### src/rtl/sobel_sequencer_if.sv
// Handshake bundle between the Sobel sequencer, its host, the window-move controller
// and the fetch/compute/write-back datapath.
interface sobel_sequencer_if #(
    parameter int ADDR_W = 8,
    parameter int DIM_W  = 12,
    parameter int CNT_W  = 24
);
    logic              start;
    logic              abort;
    logic [DIM_W-1:0]  width;
    logic [DIM_W-1:0]  length;
    logic [ADDR_W-1:0] base_addr_r;
    logic [ADDR_W-1:0] base_addr_w;
    logic              load_done;
    logic              move_done;
    logic              all_done;
    logic              read_ack;
    logic              calc_done;
    logic              write_ack;
    logic              load_initial;
    logic              start_move;
    logic [ADDR_W-1:0] initial_addr_r;
    logic [ADDR_W-1:0] initial_addr_w;
    logic              read_req;
    logic              calc_start;
    logic              write_req;
    logic              busy;
    logic              frame_done;
    logic              error;
    logic [CNT_W-1:0]  pixel_count;

    modport master (
        input  start, abort, width, length, base_addr_r, base_addr_w,
        input  load_done, move_done, all_done, read_ack, calc_done, write_ack,
        output load_initial, start_move, initial_addr_r, initial_addr_w,
        output read_req, calc_start, write_req, busy, frame_done, error, pixel_count
    );

    modport slave (
        output start, abort, width, length, base_addr_r, base_addr_w,
        output load_done, move_done, all_done, read_ack, calc_done, write_ack,
        input  load_initial, start_move, initial_addr_r, initial_addr_w,
        input  read_req, calc_start, write_req, busy, frame_done, error, pixel_count
    );
endinterface

### src/rtl/sobel_sequencer.sv
// Frame sequencer: initial load, then fetch/compute/write-back/move per output pixel,
// with per-handshake timeout and an end-of-frame pixel-count check.
module sobel_sequencer #(
    parameter int ADDR_W  = 8,
    parameter int DIM_W   = 12,
    parameter int CNT_W   = 24,
    parameter int TIMEOUT = 255
) (
    input  logic              clk,
    input  logic              reset,
    sobel_sequencer_if.master bus
);
    localparam int TMR_W  = $clog2(TIMEOUT + 1);
    localparam int PROD_W = 2 * DIM_W;

    typedef enum logic [3:0] {
        S_IDLE, S_LOAD, S_FETCH, S_CALC, S_WRITE, S_CHECK, S_MOVE, S_DONE, S_ERROR
    } state_t;

    state_t             r_state;
    state_t             w_next;
    logic [TMR_W-1:0]   r_timer;
    logic [CNT_W-1:0]   r_expected;
    logic [CNT_W-1:0]   r_pixel_count;
    logic [ADDR_W-1:0]  r_addr_r;
    logic [ADDR_W-1:0]  r_addr_w;
    logic               r_load_initial;
    logic               r_start_move;
    logic               r_read_req;
    logic               r_calc_start;
    logic               r_write_req;
    logic               r_busy;
    logic               r_frame_done;
    logic               r_error;

    logic               w_start_ok;
    logic               w_dims_bad;
    logic               w_wait_state;
    logic               w_ack;
    logic               w_timeout;
    logic [PROD_W-1:0]  w_prod;

    assign w_start_ok = bus.start &&
                        (r_state == S_IDLE || r_state == S_DONE || r_state == S_ERROR);
    assign w_dims_bad = (bus.width < DIM_W'(3)) || (bus.length < DIM_W'(3));
    assign w_prod     = PROD_W'(bus.width - DIM_W'(2)) * PROD_W'(bus.length - DIM_W'(2));

    assign w_wait_state = (r_state == S_LOAD) || (r_state == S_FETCH) || (r_state == S_CALC) ||
                          (r_state == S_WRITE) || (r_state == S_MOVE);

    always_comb begin
        w_ack = 1'b0;
        case (r_state)
            S_LOAD:  w_ack = bus.load_done;
            S_FETCH: w_ack = bus.read_ack;
            S_CALC:  w_ack = bus.calc_done;
            S_WRITE: w_ack = bus.write_ack;
            S_MOVE:  w_ack = bus.move_done;
            default: w_ack = 1'b0;
        endcase
    end

    // An ack arriving in the final allowed cycle still wins over the timeout.
    assign w_timeout = w_wait_state && !w_ack && (r_timer == TMR_W'(TIMEOUT - 1));

    always_comb begin
        w_next = r_state;
        if (w_start_ok) begin
            w_next = w_dims_bad ? S_ERROR : S_LOAD;
        end else if (bus.abort && r_state != S_IDLE) begin
            w_next = S_IDLE;
        end else if (w_timeout) begin
            w_next = S_ERROR;
        end else begin
            case (r_state)
                S_LOAD:  if (bus.load_done) w_next = S_FETCH;
                S_FETCH: if (bus.read_ack)  w_next = S_CALC;
                S_CALC:  if (bus.calc_done) w_next = S_WRITE;
                S_WRITE: if (bus.write_ack) w_next = S_CHECK;
                S_CHECK: begin
                    if (bus.all_done)
                        w_next = (r_pixel_count == r_expected) ? S_DONE : S_ERROR;
                    else
                        w_next = S_MOVE;
                end
                S_MOVE:  if (bus.move_done) w_next = S_FETCH;
                default: w_next = r_state;
            endcase
        end
    end

    // Outputs are decoded from the next state so every strobe is a registered Moore output.
    always_ff @(posedge clk) begin
        if (reset) begin
            r_state        <= S_IDLE;
            r_timer        <= '0;
            r_pixel_count  <= '0;
            r_addr_r       <= '0;
            r_addr_w       <= '0;
            r_load_initial <= 1'b0;
            r_start_move   <= 1'b0;
            r_read_req     <= 1'b0;
            r_calc_start   <= 1'b0;
            r_write_req    <= 1'b0;
            r_busy         <= 1'b0;
            r_frame_done   <= 1'b0;
            r_error        <= 1'b0;
        end else begin
            r_state        <= w_next;
            r_load_initial <= (w_next == S_LOAD);
            r_read_req     <= (w_next == S_FETCH);
            r_calc_start   <= (w_next == S_CALC);
            r_write_req    <= (w_next == S_WRITE);
            r_start_move   <= (w_next == S_MOVE);
            r_busy         <= !(w_next inside {S_IDLE, S_DONE, S_ERROR});
            r_frame_done   <= (w_next == S_DONE) && (r_state != S_DONE);

            if (w_next != r_state || !w_wait_state)
                r_timer <= '0;
            else
                r_timer <= r_timer + 1'b1;

            if (w_start_ok) begin
                r_expected    <= CNT_W'(w_prod);
                r_addr_r      <= bus.base_addr_r;
                r_addr_w      <= bus.base_addr_w;
                r_pixel_count <= '0;
                r_error       <= w_dims_bad;
            end else begin
                if (r_state == S_WRITE && w_next == S_CHECK && r_pixel_count != '1)
                    r_pixel_count <= r_pixel_count + 1'b1;
                if (w_next == S_ERROR)
                    r_error <= 1'b1;
            end
        end
    end

    assign bus.load_initial   = r_load_initial;
    assign bus.start_move     = r_start_move;
    assign bus.initial_addr_r = r_addr_r;
    assign bus.initial_addr_w = r_addr_w;
    assign bus.read_req       = r_read_req;
    assign bus.calc_start     = r_calc_start;
    assign bus.write_req      = r_write_req;
    assign bus.busy           = r_busy;
    assign bus.frame_done     = r_frame_done;
    assign bus.error          = r_error;
    assign bus.pixel_count    = r_pixel_count;
endmodule

### src/flat_wrapper.sv
// flat-port wrapper written by rule: the top's interface ports become plain ports
module sobel_sequencer_flat 
#(
    parameter int ADDR_W  = 8,
    parameter int DIM_W   = 12,
    parameter int CNT_W   = 24,
    parameter int TIMEOUT = 255
)
  (clk, reset, bus_start, bus_abort, bus_width, bus_length, bus_base_addr_r, bus_base_addr_w, bus_load_done, bus_move_done, bus_all_done, bus_read_ack, bus_calc_done, bus_write_ack, bus_load_initial, bus_start_move, bus_initial_addr_r, bus_initial_addr_w, bus_read_req, bus_calc_start, bus_write_req, bus_busy, bus_frame_done, bus_error, bus_pixel_count);
  sobel_sequencer_if #(.ADDR_W(ADDR_W), .DIM_W(DIM_W), .CNT_W(CNT_W)) bus_i ();
  input  logic clk;
  input  logic reset;
  input wire logic [$bits(bus_i.start)-1:0] bus_start;
  input wire logic [$bits(bus_i.abort)-1:0] bus_abort;
  input wire logic [$bits(bus_i.width)-1:0] bus_width;
  input wire logic [$bits(bus_i.length)-1:0] bus_length;
  input wire logic [$bits(bus_i.base_addr_r)-1:0] bus_base_addr_r;
  input wire logic [$bits(bus_i.base_addr_w)-1:0] bus_base_addr_w;
  input wire logic [$bits(bus_i.load_done)-1:0] bus_load_done;
  input wire logic [$bits(bus_i.move_done)-1:0] bus_move_done;
  input wire logic [$bits(bus_i.all_done)-1:0] bus_all_done;
  input wire logic [$bits(bus_i.read_ack)-1:0] bus_read_ack;
  input wire logic [$bits(bus_i.calc_done)-1:0] bus_calc_done;
  input wire logic [$bits(bus_i.write_ack)-1:0] bus_write_ack;
  output wire logic [$bits(bus_i.load_initial)-1:0] bus_load_initial;
  output wire logic [$bits(bus_i.start_move)-1:0] bus_start_move;
  output wire logic [$bits(bus_i.initial_addr_r)-1:0] bus_initial_addr_r;
  output wire logic [$bits(bus_i.initial_addr_w)-1:0] bus_initial_addr_w;
  output wire logic [$bits(bus_i.read_req)-1:0] bus_read_req;
  output wire logic [$bits(bus_i.calc_start)-1:0] bus_calc_start;
  output wire logic [$bits(bus_i.write_req)-1:0] bus_write_req;
  output wire logic [$bits(bus_i.busy)-1:0] bus_busy;
  output wire logic [$bits(bus_i.frame_done)-1:0] bus_frame_done;
  output wire logic [$bits(bus_i.error)-1:0] bus_error;
  output wire logic [$bits(bus_i.pixel_count)-1:0] bus_pixel_count;
  assign bus_i.start = bus_start;
  assign bus_i.abort = bus_abort;
  assign bus_i.width = bus_width;
  assign bus_i.length = bus_length;
  assign bus_i.base_addr_r = bus_base_addr_r;
  assign bus_i.base_addr_w = bus_base_addr_w;
  assign bus_i.load_done = bus_load_done;
  assign bus_i.move_done = bus_move_done;
  assign bus_i.all_done = bus_all_done;
  assign bus_i.read_ack = bus_read_ack;
  assign bus_i.calc_done = bus_calc_done;
  assign bus_i.write_ack = bus_write_ack;
  assign bus_load_initial = bus_i.load_initial;
  assign bus_start_move = bus_i.start_move;
  assign bus_initial_addr_r = bus_i.initial_addr_r;
  assign bus_initial_addr_w = bus_i.initial_addr_w;
  assign bus_read_req = bus_i.read_req;
  assign bus_calc_start = bus_i.calc_start;
  assign bus_write_req = bus_i.write_req;
  assign bus_busy = bus_i.busy;
  assign bus_frame_done = bus_i.frame_done;
  assign bus_error = bus_i.error;
  assign bus_pixel_count = bus_i.pixel_count;
  sobel_sequencer #(.ADDR_W(ADDR_W), .DIM_W(DIM_W), .CNT_W(CNT_W), .TIMEOUT(TIMEOUT)) u_core (.clk(clk), .reset(reset), .bus(bus_i));
endmodule
### config.mk
export PLATFORM = sky130hd
export DESIGN_NAME = sobel_sequencer_flat
export DESIGN_NICKNAME = d
export VERILOG_FILES = /design/src/rtl/sobel_sequencer_if.sv /design/src/rtl/sobel_sequencer.sv /design/src/flat_wrapper.sv
export SDC_FILE = /design/constraint.sdc
export NUM_CORES = 1
export LEC_CHECK = 0
export CORE_MARGIN = 3
export CORE_UTILIZATION = 46
export DETAILED_ROUTE_END_ITERATION = 8
export DONT_BUFFER_PORTS = 1
export GPL_TIMING_DRIVEN = 0
export PLACE_DENSITY = 0.58
export SLEW_MARGIN = 0
export SYNTH_ARGS = -nofsm -noshare
export SYNTH_HDL_FRONTEND = slang
export SYNTH_SLANG_ARGS = --single-unit
### constraint.sdc
create_clock -name clk -period 8.5 [get_ports clk]
set_input_delay 0.85 -clock clk [delete_from_list [all_inputs] [get_ports clk]]
set_output_delay 0.85 -clock clk [all_outputs]
set_load 0.005 [all_outputs]
# Yosys cells after proc, flatten, opt, wreduce, memory -nomap -nowiden
# Index checks and enable logic that the tools add are counted.
[word_totals]
regBits = 84
inputBits = 50
out_inout_bits = 48
[classes]
addsub = 4
n_mul = 1
order_cmp = 2
n_eq_ne = 21
n_mux = 15
bitwise = 1
reduce_logical = 26
[op_table]
columns = ["operator", "count"]
rows = [
  ["$mux W4", 11],
  ["$eq A4 B3 Y1 const B", 8],
  ["$sub A12 B2 Y13 const B", 2],
  ["$add A24 B1 Y24 const B", 1],
  ["$eq A24 B24 Y1", 1],
  ["$lt A12 B2 Y1 const B", 2],
  ["$mul A24 B24 Y24", 1],
  ["$ne A24 B24 Y1 const B", 1],
  ["$pmux W4 S6", 1],
  ["$eq A4 B2 Y1 const B", 4],
  ["$add A8 B1 Y8 const B", 1],
  ["$eq A4 B1 Y1 const B", 2],
  ["$eq A4 B4 Y1 const B", 2],
  ["$eq A8 B8 Y1 const B", 1],
  ["$logic_not A4 Y1", 2],
  ["$logic_or A1 B1 Y1", 8],
  ["$logic_and A1 B1 Y1", 7],
  ["$pmux W1 S5", 1],
  ["$ne A4 B3 Y1 const B", 1],
  ["$ne A4 B4 Y1", 1],
  ["$reduce_bool A4 Y1", 1],
  ["$reduce_or A2 Y1", 2],
  ["$logic_not A1 Y1", 3],
  ["$reduce_bool A3 Y1", 1],
  ["4 further kinds", 5],
]

# Logic depth before layout (Yosys ltp)
[logic_depth]
depth_word = 13
mapped_depth = 29
depth_no_buf = 27

# Worst setup path before layout
# No wires, ideal clock.
[synth_timing]
path_kind = "input to register"
startpoint = "in bus_width[6]"
endpoint = "reg u_core.r_expected[21], data pin"
setup_ns = 0.259
arrival_time_ns = 7.140
setup_slack_ns = 1.101
cell_stages = 24
path_buffers = 1
path_cell_list = "nor4_2 -> nand2_1 -> or3_1 -> xor2_1 -> clkbuf_1 -> nor2_1 -> fa_1 -> inv_1 -> fa_1 -> fa_1 -> inv_1 -> fa_1 -> fa_1 -> fa_1 -> inv_1 -> fa_1 -> inv_1 -> ha_1 -> and2_1 -> o21ai_0 -> a311oi_1 -> o21ai_0 -> nand2_1 -> xor2_1"
[synth_between]
elab_chain_cells = 2
[synth_rtl]
columns = ["element", "line_no", "source"]
rows = [
  ["start, declared", "flat_wrapper.sv:15", "input wire logic [$bits(bus_i.width)-1:0] bus_width;"],
  ["$sub A12 B2 Y13", "sobel_sequencer.sv:46", "assign w_prod = PROD_W'(bus.width - DIM_W'(2)) * PROD_W'(bus.length - DIM_W'(2));"],
  ["$mul A24 B24 Y24", "sobel_sequencer.sv:46", ""],
  ["via u_core.w_prod[21]", "sobel_sequencer.sv:41", "logic [PROD_W-1:0] w_prod;"],
  ["end signal, assigned", "sobel_sequencer.sv:124", "r_expected <= CNT_W'(w_prod);"],
  ["end, declared", "sobel_sequencer.sv:23", "logic [CNT_W-1:0] r_expected;"],
]
# The timed path passes the listed nets, and every way through them passes these cells.
# A chain may end at the register's enable or synchronous reset.

# Final worst setup path
[layout_timing]
startpoint = "in bus_length[1]"
endpoint = "reg u_core.r_expected[23], data pin"
[layout_between]
elab_chain_cells = 2
[layout_rtl]
columns = ["element", "line_no", "source"]
rows = [
  ["start, declared", "flat_wrapper.sv:16", "input wire logic [$bits(bus_i.length)-1:0] bus_length;"],
  ["$sub A12 B2 Y13", "sobel_sequencer.sv:46", ""],
  ["$mul A24 B24 Y24", "sobel_sequencer.sv:46", ""],
  ["via u_core.w_prod[23]", "sobel_sequencer.sv:41", ""],
]
# The timed path passes the listed nets, and every way through them passes these cells.

==> results by group <==
Status
  – Outcome: completed

Pwr
  – Pwr/cell area: approximately 290 nW/um2
  – VDD IR max: 0.239 mV
  – P_leak: 5.64 nW
  – Power Total: around 0.0036 W

Die
  – Initial Utilization: 47.6%
  – Width of the die: roughly 170 um
  – DIE AREA: between 20000 and 30000 um2
  – # IOs: 98
  – Die height: between 150 and 200 um
  – Row count: 57
  – CORE AREA: about 25000 um2

Synthesis
  – Post-synth top area share: approximately a third
  – Syn avg cell area: between 9 and 10 um2
  – Most numerous cell in the Yosys netlist: inv_1
  – Synth top cells by count: inv_1 (256), fa_1 (185), nor2_1 (136)
  – Netlist Area Pre-Place: 11800 um2
  – Post-synth top flop: dfxtp_1
  – FFs w/ async S/R, synth: 0%
  – Post-synthesis cell count: roughly 1300
  – Ranking of synthesized cells by area: fa_1 (31%), dfxtp_1 (10%), ha_1 (9.0%)
  – Seq/Total Area, Yosys: between 10% and 20%
  – Count of cell types in the netlist: 73
  – Register bit count reported by yosys: 84
  – Syn_nets: around 1600
  – Number of synthesized flops with an enable pin: 24
  – Total number of yosys warnings: 0
  – Cell taking the most area after synthesis: fa_1

Detailed routing
  – Total number of vias: 8442
  – Via/cell ratio: 5.16
  – 1st-iter DRT viols: roughly 360
  – Antenna Nets Post-Route: 0
  – Post-Route WL: ~27000 um
  – DRT Pass-1 Iters: 4
  – DRC Markers: 0
  – Drt wl/cell: approximately 17 um

STA
  – Final setup violation count: 0
  – Min Tclk post-route: around 8.1 ns
  – Worst-Margin Slew: between 0.9 and 1 ns
  – Fin. max-slew vios: 0
  – FMAX: 124 MHz
  – Layout Skew: 0.00965 ns
  – Worst Hold Slack: roughly 0.47 ns
  – Final worst path period share: between 90% and 100%
  – Relative slew slack: between 30% and 40%
  – RSZ-0062 raised after global routing: false
  – Hold Violations, Final: 0

Clock network
  – Postcts setup bufs: 0
  – Total CTS buffers: 9
  – Worst-Skew Late Latency: 0.35 ns
  – Clock-pin slew on the worst setup and hold paths: about 0.060 ns
  – CTS Hold Bufs: 0
  – CTS tree: yes
  – Clock Tree Buf Depth: 2
  – Number of H-tree levels: 3
  – Post-CTS Resized: 0
  – CTS Root Cell: clkbuf_16
  – Clock Sinks: 84

Flow run
  – Total of max-cap violations: 0

Placement
  – Routability congestion estimate: 0.890
  – Port Buf Inserts: 0
  – DP HPWL: between 20000 and 25000 um

Critical path
  – CP max FO: 10
  – R2R setup slack: between 5 and 6 ns
  – FF-to-FF Start: u_core.bus.pixel_count[8]$_SDFFE_PP0P_
  – Crit end category: register
  – Critical Path Max Stage Delay: ~0.56 ns
  – CP Launch Type: primary input
  – WP data required: ~8.6 ns
  – Critical-path cell with the highest stage delay: fa_1
  – R2R Path End: u_core.bus.frame_done$_SDFF_PP0_
  – Kind of critical path: in -> reg
  – Data arrival, critical path: between 8 and 9 ns
  – Most frequent CP cell: xnor2_1
  – Worst R2R Path Depth: 8

Cells and area
  – Layout Nets: 1628
  – Area occupied by multi-input gates: 8750 um2
  – Fillers: 2385
  – Ant diodes: 0
  – Area growth syn-to-layout: 6.26%
  – Ratio of cells with drive above 1 in the final layout: between 5 and 6%
  – FF/Latch Area: 1920 um2

GRT
  – GRT Resource Usage Total: between 20% and 30%
  – Wire length of the first global-routing pass: ~45000 um
  – Initial antenna violation count: 0
  – GR Overflow Total: 0
  – Vias in the first global route: roughly 9000
  – Largest net degree at the start of global routing: 22

Worst hold path
  – Worst hold path class: reg -> reg
  – Hold path endpoint: u_core.r_timer[0]$_SDFF_PP0_
  – Hold depth: 1
  – Hold Crit Start: u_core.r_timer[0]$_SDFF_PP0_
power by group:
part,internal [W],switching (W)
combinational,0.00114,0.00145
clock,0.000206,0.000173
sequential,0.000608,0.0000278
stage by stage:
| step | area (um2) | utilization (%) | TNS, ns | instances | setup WS, ns |
|---|---|---|---|---|---|
| after floorplan | 11800 | - | 0 | 1296 | 1.10 |
| after global routing | 12500 | 50.5 | 0 | 1637 | 0.0323 |
| after CTS | 12500 | 50.4 | 0 | 1637 | 0.292 |
| final | 12500 | 50.5 | 0 | 1637 | 0.439 |
| after detailed placement | 12200 | 49.3 | -0.0553 | 1621 | -0.0553 |
| after global placement | 12200 | 49.2 | -0.0335 | 1620 | -0.0335 |
area by class of cell:
| class | instances | share of cell area [%] |
|---|---|---|
| well taps | 324 | 3.24 |
| multi-input cells | 919 | 69.9 |
| flip-flops and latches | 84 | 15.4 |
| clock inverters | 7 | 0.500 |
| repair buffers | 1 | 0.120 |
| inverters | 257 | 7.71 |
| plain buffers | 36 | 1.33 |
| clock buffers | 9 | 1.80 |
per-layer routing:
| metal | part of all wire [%] | track usage, % | vias up |
|---|---|---|---|
| li1 | - | - | 4118 |
| met2 | 48 | 34.5 | 218 |
| met3 | 5.0 | 3.17 | 27 |
| met4 | 1.6 | 4.48 | 0 |
| met1 | 45 | 27.4 | 4079 |
| met5 | 0 | 0 | - |
how the worst max path moves through the flow:
stage | slack [ns] | cells after the start | startpoint | endpoint
after global routing | 0.03 | 26 | bus_length[1] | u_core.r_expected[23]$_DFFE_PP_
after CTS | 0.29 | 22 | bus_length[1] | u_core.r_expected[23]$_DFFE_PP_
after global placement | -0.03 | 22 | bus_length[1] | u_core.r_expected[23]$_DFFE_PP_
after floorplan | 1.10 | 24 | bus_width[6] | u_core.r_expected[21]$_DFFE_PP_
after detailed placement | -0.06 | 22 | bus_length[1] | u_core.r_expected[23]$_DFFE_PP_
final | 0.44 | 26 | bus_length[1] | u_core.r_expected[23]$_DFFE_PP_
sequential cells by signal, indices dropped and copies added (netlist names):
name / cells
u_core.bus.pixel_count: 24
u_core.r_expected: 24
u_core.bus.initial_addr_r: 8
u_core.bus.initial_addr_w: 8
u_core.r_timer: 8
u_core.r_state: 4
u_core.bus.busy: 1
u_core.bus.calc_start: 1
u_core.bus.error: 1
u_core.bus.frame_done: 1
u_core.bus.load_initial: 1
u_core.bus.read_req: 1
u_core.bus.start_move: 1
u_core.bus.write_req: 1
cells in the final DEF, fill, tap and decap left out, types with 14 or more instances in the layout:
cell type / n
ha_1: 85
or3_1: 14
nand3_1: 25
xor2_1: 23
nor2_1: 135
fa_1: 185
edfxtp_1: 24
nand2_1: 108
xnor2_1: 74
nor2b_1: 23
a21oi_1: 40
or2_2: 16
nand2b_1: 15
clkbuf_1: 25
inv_1: 256
dfxtp_1: 60
logic make-up after synthesis:
kind of cell / Yosys count / share of synthesized area, %
AOI/OAI and AO/OA: 116 / 6.91
buffers and inverters: 293 / 9.58
and+or+nand+nor: 422 / 18.1
muxes: 9 / 0.765
xor gates and xnor gates: 102 / 7.82
DFF: 84 / 16.3
adders and majority gates: 270 / 40.5
worst max-delay path, delay by kind of cell:
family	cells	cell delay [ns]
adder cells (fa/ha/maj)	8	3.81
buffers and inverters	6	0.94
AND/OR/NAND/NOR	3	0.69
XOR/XNOR	9	1.84
Power figures use the tool's default switching activity.
